==> config.mk <==
export PLATFORM = sky130hd
export DESIGN_NAME = vend_sequencer
export DESIGN_NICKNAME = d
export VERILOG_FILES = /design/src/rtl/vend_sequencer.sv
export SDC_FILE = /design/constraint.sdc
export NUM_CORES = 1
export LEC_CHECK = 0
export ABC_AREA = 1
export BUFFER_PORTS_ARGS = -buffer_cell sky130_fd_sc_hd__buf_2
export CORE_ASPECT_RATIO = 1.2
export CORE_MARGIN = 2
export CORE_UTILIZATION = 40
export DETAILED_ROUTE_END_ITERATION = 16
export GPL_TIMING_DRIVEN = 1
export PLACE_DENSITY = 0.66
export SETUP_SLACK_MARGIN = 0.15
export SKIP_CTS_REPAIR_TIMING = 1
export SLEW_MARGIN = 20
export SYNTH_ARGS = -nofsm -noshare
export SYNTH_HDL_FRONTEND = slang
export SYNTH_SLANG_ARGS = --single-unit
==> constraint.sdc <==
create_clock -name clk -period 4.3 [get_ports clk]
set_input_delay 0 -clock clk [delete_from_list [all_inputs] [get_ports clk]]
set_output_delay 0 -clock clk [all_outputs]
set_load 0.05 [all_outputs]
==> src/rtl/vend_sequencer.sv <==
// Vending machine sequencer: accumulates coin credit in nickels, issues one vend
// pulse at the price, then pays change or refunds as paced nickel pulses.
module vend_sequencer #(
    parameter int unsigned PRICE      = 5,
    parameter int unsigned CREDIT_W   = 4,
    parameter int unsigned CHANGE_GAP = 2
) (
    input  logic                clk,
    input  logic                reset,
    input  logic                coin_valid,
    input  logic [1:0]          coin,
    input  logic                cancel,
    output logic [CREDIT_W-1:0] credit,
    output logic                vend,
    output logic                change_pulse,
    output logic                coin_reject,
    output logic                busy
);

    localparam int unsigned GapW = $clog2(CHANGE_GAP + 1);

    localparam logic [CREDIT_W-1:0] PriceW = CREDIT_W'(PRICE);
    localparam logic [CREDIT_W-1:0] CntOne = CREDIT_W'(1);
    localparam logic [GapW-1:0]     GapW0  = GapW'(CHANGE_GAP);
    localparam logic [GapW-1:0]     GapOne = GapW'(1);

    typedef enum logic [1:0] {StIdle, StVend, StChange} state_e;

    state_e              state_q;
    logic [CREDIT_W-1:0] credit_q;
    // Change counter holds the nickels still owed after the pulse currently shown.
    logic [CREDIT_W-1:0] chg_cnt_q;
    // Gap counter holds the low cycles still to emit before the next pulse or exit.
    logic [GapW-1:0]     gap_q;
    logic                vend_q;
    logic                pulse_q;
    logic                reject_q;
    logic                busy_q;

    logic [CREDIT_W-1:0] coin_val;
    logic                coin_ok;
    logic [CREDIT_W-1:0] sum;

    // Decode the coin strobe into a nickel value and the candidate new credit.
    always_comb begin
        coin_val = '0;
        unique case (coin)
            2'b01:   coin_val = CREDIT_W'(1);
            2'b10:   coin_val = CREDIT_W'(2);
            2'b11:   coin_val = CREDIT_W'(5);
            default: coin_val = '0;
        endcase
        coin_ok = coin_valid && (coin != 2'b00);
        sum     = credit_q + coin_val;
    end

    // Single-process FSM with registered outputs; pulses default low each cycle.
    always_ff @(posedge clk) begin
        if (reset) begin
            state_q   <= StIdle;
            credit_q  <= '0;
            chg_cnt_q <= '0;
            gap_q     <= '0;
            vend_q    <= 1'b0;
            pulse_q   <= 1'b0;
            reject_q  <= 1'b0;
            busy_q    <= 1'b0;
        end else begin
            vend_q   <= 1'b0;
            pulse_q  <= 1'b0;
            reject_q <= 1'b0;
            case (state_q)
                StIdle: begin
                    if (cancel) begin
                        // Any coin arriving with a cancel is handed back.
                        reject_q <= coin_ok;
                        if (credit_q != '0) begin
                            state_q   <= StChange;
                            chg_cnt_q <= credit_q - CntOne;
                            credit_q  <= '0;
                            pulse_q   <= 1'b1;
                            gap_q     <= GapW0;
                            busy_q    <= 1'b1;
                        end
                    end else if (coin_ok) begin
                        if (sum >= PriceW) begin
                            state_q   <= StVend;
                            chg_cnt_q <= sum - PriceW;
                            credit_q  <= '0;
                            vend_q    <= 1'b1;
                            busy_q    <= 1'b1;
                        end else begin
                            credit_q <= sum;
                        end
                    end
                end
                StVend: begin
                    reject_q <= coin_ok;
                    if (chg_cnt_q != '0) begin
                        state_q   <= StChange;
                        chg_cnt_q <= chg_cnt_q - CntOne;
                        pulse_q   <= 1'b1;
                        gap_q     <= GapW0;
                    end else begin
                        state_q <= StIdle;
                        busy_q  <= 1'b0;
                    end
                end
                StChange: begin
                    reject_q <= coin_ok;
                    if (gap_q != '0) begin
                        gap_q <= gap_q - GapOne;
                    end else if (chg_cnt_q != '0) begin
                        chg_cnt_q <= chg_cnt_q - CntOne;
                        pulse_q   <= 1'b1;
                        gap_q     <= GapW0;
                    end else begin
                        state_q <= StIdle;
                        busy_q  <= 1'b0;
                    end
                end
                default: begin
                    state_q <= StIdle;
                    busy_q  <= 1'b0;
                end
            endcase
        end
    end

    assign credit       = credit_q;
    assign vend         = vend_q;
    assign change_pulse = pulse_q;
    assign coin_reject  = reject_q;
    assign busy         = busy_q;

endmodule

; ---- Yosys cells after proc, flatten, opt, wreduce, memory -nomap -nowiden
; Cells that the tools add are included.
[word_totals]
reg_bits = 16
in_bits = 6
[op_classes]
bitwise = 2
addsub = 5
reduce_logical = 15
n_eq_ne = 13
muxes = 39
order_cmp = 1
[op_table]
columns = op, n
row1 = 2-to-1 mux 4 bit, 10
row2 = 2-to-1 mux 2 bit, 10
row3 = 2-to-1 mux 1 bit, 12
row4 = case mux 2 bit (3 select lines), 2
row5 = case mux 4 bit (3 select lines), 1
row6 = AND reduction 5 bit, 2
row7 = inequality test 3 bit (second input constant), 3
row8 = case mux 3 bit (3 select lines), 1
row9 = inequality test 2 bit (second input constant), 4
row10 = nonzero test 4 bit, 2
row11 = subtractor 4 x 1 -> 4 bit (second input constant), 2
row12 = equality test 2 bit (second input constant), 3
row13 = case mux 1 bit (3 select lines), 2
row14 = AND reduction 3 bit, 2
row15 = nonzero test 2 bit, 3
row16 = adder 4 bit, 1
row17 = equality test 2 x 1 -> 1 bit (second input constant), 2
row18 = greater-or-equal comparator 4 x 3 -> 1 bit (second input constant), 1
row19 = AND reduction 4 bit, 1
row20 = OR reduction 4 bit, 1
row21 = subtractor 4 x 3 -> 4 bit (second input constant), 1
row22 = nonzero test 3 bit, 1
row23 = logical NOT 2 bit, 1
row24 = inequality test 2 x 1 -> 1 bit (second input constant), 1
row25 = 5 further kinds, 6

; ---- Logic depth before layout (Yosys ltp)
[logic_depth]
depth_word = 8
ltp_mapped = 15

; ---- Least setup slack after synthesis
; No wires, ideal clock.
[synth_timing]
path_kind = register to register
start = register credit_q[0] (netlist: credit[0])
end = register chg_cnt_q[0]
setup_slack_ps = 1929
path_stages_with_launch = 12
synth_period_minus_slack_ps = 2371
arrival_time_ps = 2254
path_cell_list = dfxtp_1 ha_1 fa_1 inv_1 ha_1 inv_1 o21ai_4 nand3_2 nand3_4 nand2_1 o21ai_1 nor2_1
[synth_via]
elab_chain_len = 6
word_cells_on_any_way = 13
[synth_rtl]
columns = item, line_no
row1 = start: declaration, 30  ; logic [CREDIT_W-1:0] credit_q;
row2 = start signal: assignment, 93  ; credit_q <= sum;
row3 = adder 4 bit, 54  ; sum = credit_q + coin_val;
row4 = subtractor 4 x 3 -> 4 bit, 88  ; chg_cnt_q <= sum - PriceW;
row5 = 2-to-1 mux 4 bit, 86  ; if (sum >= PriceW) begin
row6 = 2-to-1 mux 4 bit, 85  ; end else if (coin_ok) begin
row7 = 2-to-1 mux 4 bit, 74  ; if (cancel) begin
row8 = case mux 4 bit (3 select lines), 72  ; case (state_q)
row9 = end signal: assignment, 79  ; chg_cnt_q <= credit_q - CntOne;
row10 = end signal: assignment, 88
row11 = end signal: assignment, 101  ; chg_cnt_q <= chg_cnt_q - CntOne;
row12 = end: declaration, 32  ; logic [CREDIT_W-1:0] chg_cnt_q;
; Several ways; a longest one is shown, not always the timed one. The select of a mux whose other input is x is not followed.
; A chain may end at the register's enable or synchronous reset.

; ---- Final worst setup path
; Same ends and word-level chain as after synthesis.

==> results.yml <==
run_status:
  status: "completed"
logic_synthesis:
  ys_ff_latch: 16
  async_reset_ff_frac: 0
  synth_area_mm2: 0.001351
  avgSynthCellArea_um2: 6.859
  yosysTopAreaCellShare: 0.2370
  ys_seq_area_frac: 0.2370
  yosysUniqueCellTypes: 35
  ys_top_cells_by_area: "dfxtp_1 (24%), nand2_1 (13%), ha_1 (10%)"
  synth-edff-count: 0
  synth-main-ff-cell: "dfxtp_1"
  yosysTopAreaCell: "dfxtp_1"
  syn-num-nets: 215
  yosys_warnings: 0
  syn-instance-count: 197
critical_path:
  rrSetupSlack_ns: 2.11
  startpoint_type: "flip-flop"
  required_ns: 4.43
  criticalPathCategory: "reg -> reg"
  path_max_fanout: 6
  crit_arrival_ns: 2.33
  end_kind: "flip-flop"
routing:
  wl_met2_um: 1328
  top_layer: "met4"
  num_vias: 1213
  antenna_left: 0
  drc: 0
  dr.pass1.iters: 4
  viasPerCell: 4.931
  wl_per_cell_um: 11.05
  drtIter0Drc: 27
  wl_met1_um: 1257
  wl_met3_um: 52
  wl_um: 2719
sta:
  period_share: 0.5102
  report.final.slew_viol_count: 0
  setup_viol: 0
  rsz0062_at_grt: "false"
  slew_headroom: 0.7629
  fmax_mhz: 455.8
  hold_violations: 0
  finalCriticalPeriod_ns: 2.194
  tightest_slew_ns: 0.3520
  clock_skew_ns: 0.002227
  holdWs_ns: 0.08348
  finalSetupTns_ns: 0
power_and_ir_drop:
  switching_power_uw: 431.2
  p_comb_frac: 0.635
  power.density_mw_per_mm2: 593.8
  switching_share: 0.4919
  intPower_uw: 445.4
  seq_power_share: 0.237
  leakage_nw: 0.7544
  clockPowerShare: 0.128
  ir_worst_vdd_v: 0.0003838
placement:
  gp_congestion: 0.8421
  hpwl_um: 2270
  portBuffers: 13
die:
  die-width_um: 57.06
  dieArea_mm2: 0.003861
  rows: 23
  core_area_mm2: 0.003281
  die_h_um: 67.67
  ioPinCount: 14
  start_util: 0.4119
clocking:
  clk_path_buf_depth: 2
  cts_sinks: 16
  clkLatencyLatePin_ns: 0.25
  numCtsBuffers: 3
  cts_tree: "yes"
  clock_tree.root_cell: "clkbuf_8"
  htreeDepth: 1
  clkSlewWorstSetupHoldPaths_ns: 0.06
global_routing:
  grt_max_degree: 12
  grt_pass1_wl_um: 4602
  grtUsageTotal: 0.1531
  first_global_vias: 1111
  antenna_found_initial: 0
  grt.overflow.total: 0
finish:
  drive_gt1_frac: 0.2249
  nets: 229
  syn_to_final_growth_pct: 9.260
  antenna_cells: 0
hold_path:
  hold_path.class: "in -> reg"
flow_run:
  cap_violations: 0
==> synthesized netlist by cell type, types with 2 or more instances <==
cell and instances:
ha_1 11, nor2_4 2, o21ai_0 10, inv_2 9, nor2_1 16, inv_1 29
nand3_2 3, nand3_1 15, a21oi_1 8, dfxtp_1 16, nand2_1 46, nand2_2 7
nand2_4 3
==> state kept, by name (all words and copies together) (netlist names) <==
signal	flops
coin_reject	1
vend	1
credit	4
state_q	2
busy	1
gap_q	2
change_pulse	1
chg_cnt_q	4
==> routing by layer <==
layer  GRT usage  vias to the layer above
met5           0                        -
met4     0.07267                        0
met3     0.01916                       10
met2      0.2701                       18
met1      0.1841                      539
li1            -                      646
==> layout make-up <==
class	count	area, µm²
multi-input combinational	139	860.8
inverter	38	142.6
clock buffer	3	41.29
timing repair buffer	13	65.06
fill	357	1804
sequential	16	320.3
tap	37	46.29
==> kinds of logic after synthesis <==
| logic type | count (synthesis) | synth area share |
|---|---|---|
| XOR/XNOR | 2 | 0.01297 |
| multiplexers | 1 | 0.007408 |
| AND/OR/NAND/NOR | 98 | 0.3741 |
| buffers and inverters | 42 | 0.1259 |
| flip-flops | 16 | 0.2370 |
| adder cells (fa/ha/maj) | 12 | 0.1167 |
| AO/OA/AOI/OAI | 26 | 0.1259 |
==> final timing paths <==
path / startpoint / to / depth (start not counted)
setup reg to reg: credit[0] / chg_cnt_q[0] / 11
hold / removal: reset / chg_cnt_q[0] / 2
setup / recovery: credit[0] / chg_cnt_q[0] / 11
hold reg to reg: chg_cnt_q[1] / chg_cnt_q[1] / 2
==> cells in the final DEF, fill, tap and decap left out, drive strengths merged <==
master / netlist / layout
a21oi: 9 / 9
nor2: 20 / 20
xor2: 1 / 1
nand3: 19 / 19
xnor2: 1 / 1
ha: 11 / 11
inv: 38 / 38
o21a: 1 / 1
dfxtp: 16 / 16
fa: 1 / 1
o2111ai: 1 / 1
clkbuf: 1 / 3
mux2i: 1 / 1
nand4: 2 / 2
a221oi: 1 / 1
o21ai: 13 / 13
a2111oi: 1 / 1
nor3: 1 / 1
nand2: 56 / 56
buf: 3 / 13
==> critical path, stage by stage (launching register included) <==
cell and delay, ns:
dfxtp_1 0.41, ha_1 0.23, fa_1 0.47, inv_1 0.11, ha_1 0.17, inv_1 0.08, o21ai_4 0.20, nand3_2 0.14
nand3_4 0.11, nand2_1 0.05, o21ai_1 0.07, nor2_1 0.04
==> through the flow <==
step,setup WS (ns),area (µm²),utilization,total power [mW],cells
2_1_floorplan,1.929,1351,-,0.6811,197
4_1_cts,2.098,1476,0.4500,0.8887,246
5_1_grt,1.879,1476,0.4500,0.9726,246
3_5_place_dp,2.106,1435,0.4375,0.7728,243
6_report,2.106,1476,0.4500,0.8767,246
3_3_place_gp,2.221,1435,0.4375,0.7697,243
==> power by group through the flow <==
stage / Sequential, mW / Clock (mW) / Combinational [mW]
after floorplan: 0.241 / 0 / 0.440
after global placement: 0.210 / 0 / 0.559
after detailed placement: 0.212 / 0 / 0.561
after CTS: 0.208 / 0.118 / 0.563
after global routing: 0.213 / 0.123 / 0.637
final: 0.208 / 0.112 / 0.557
(Power assumes the default switching activity.)
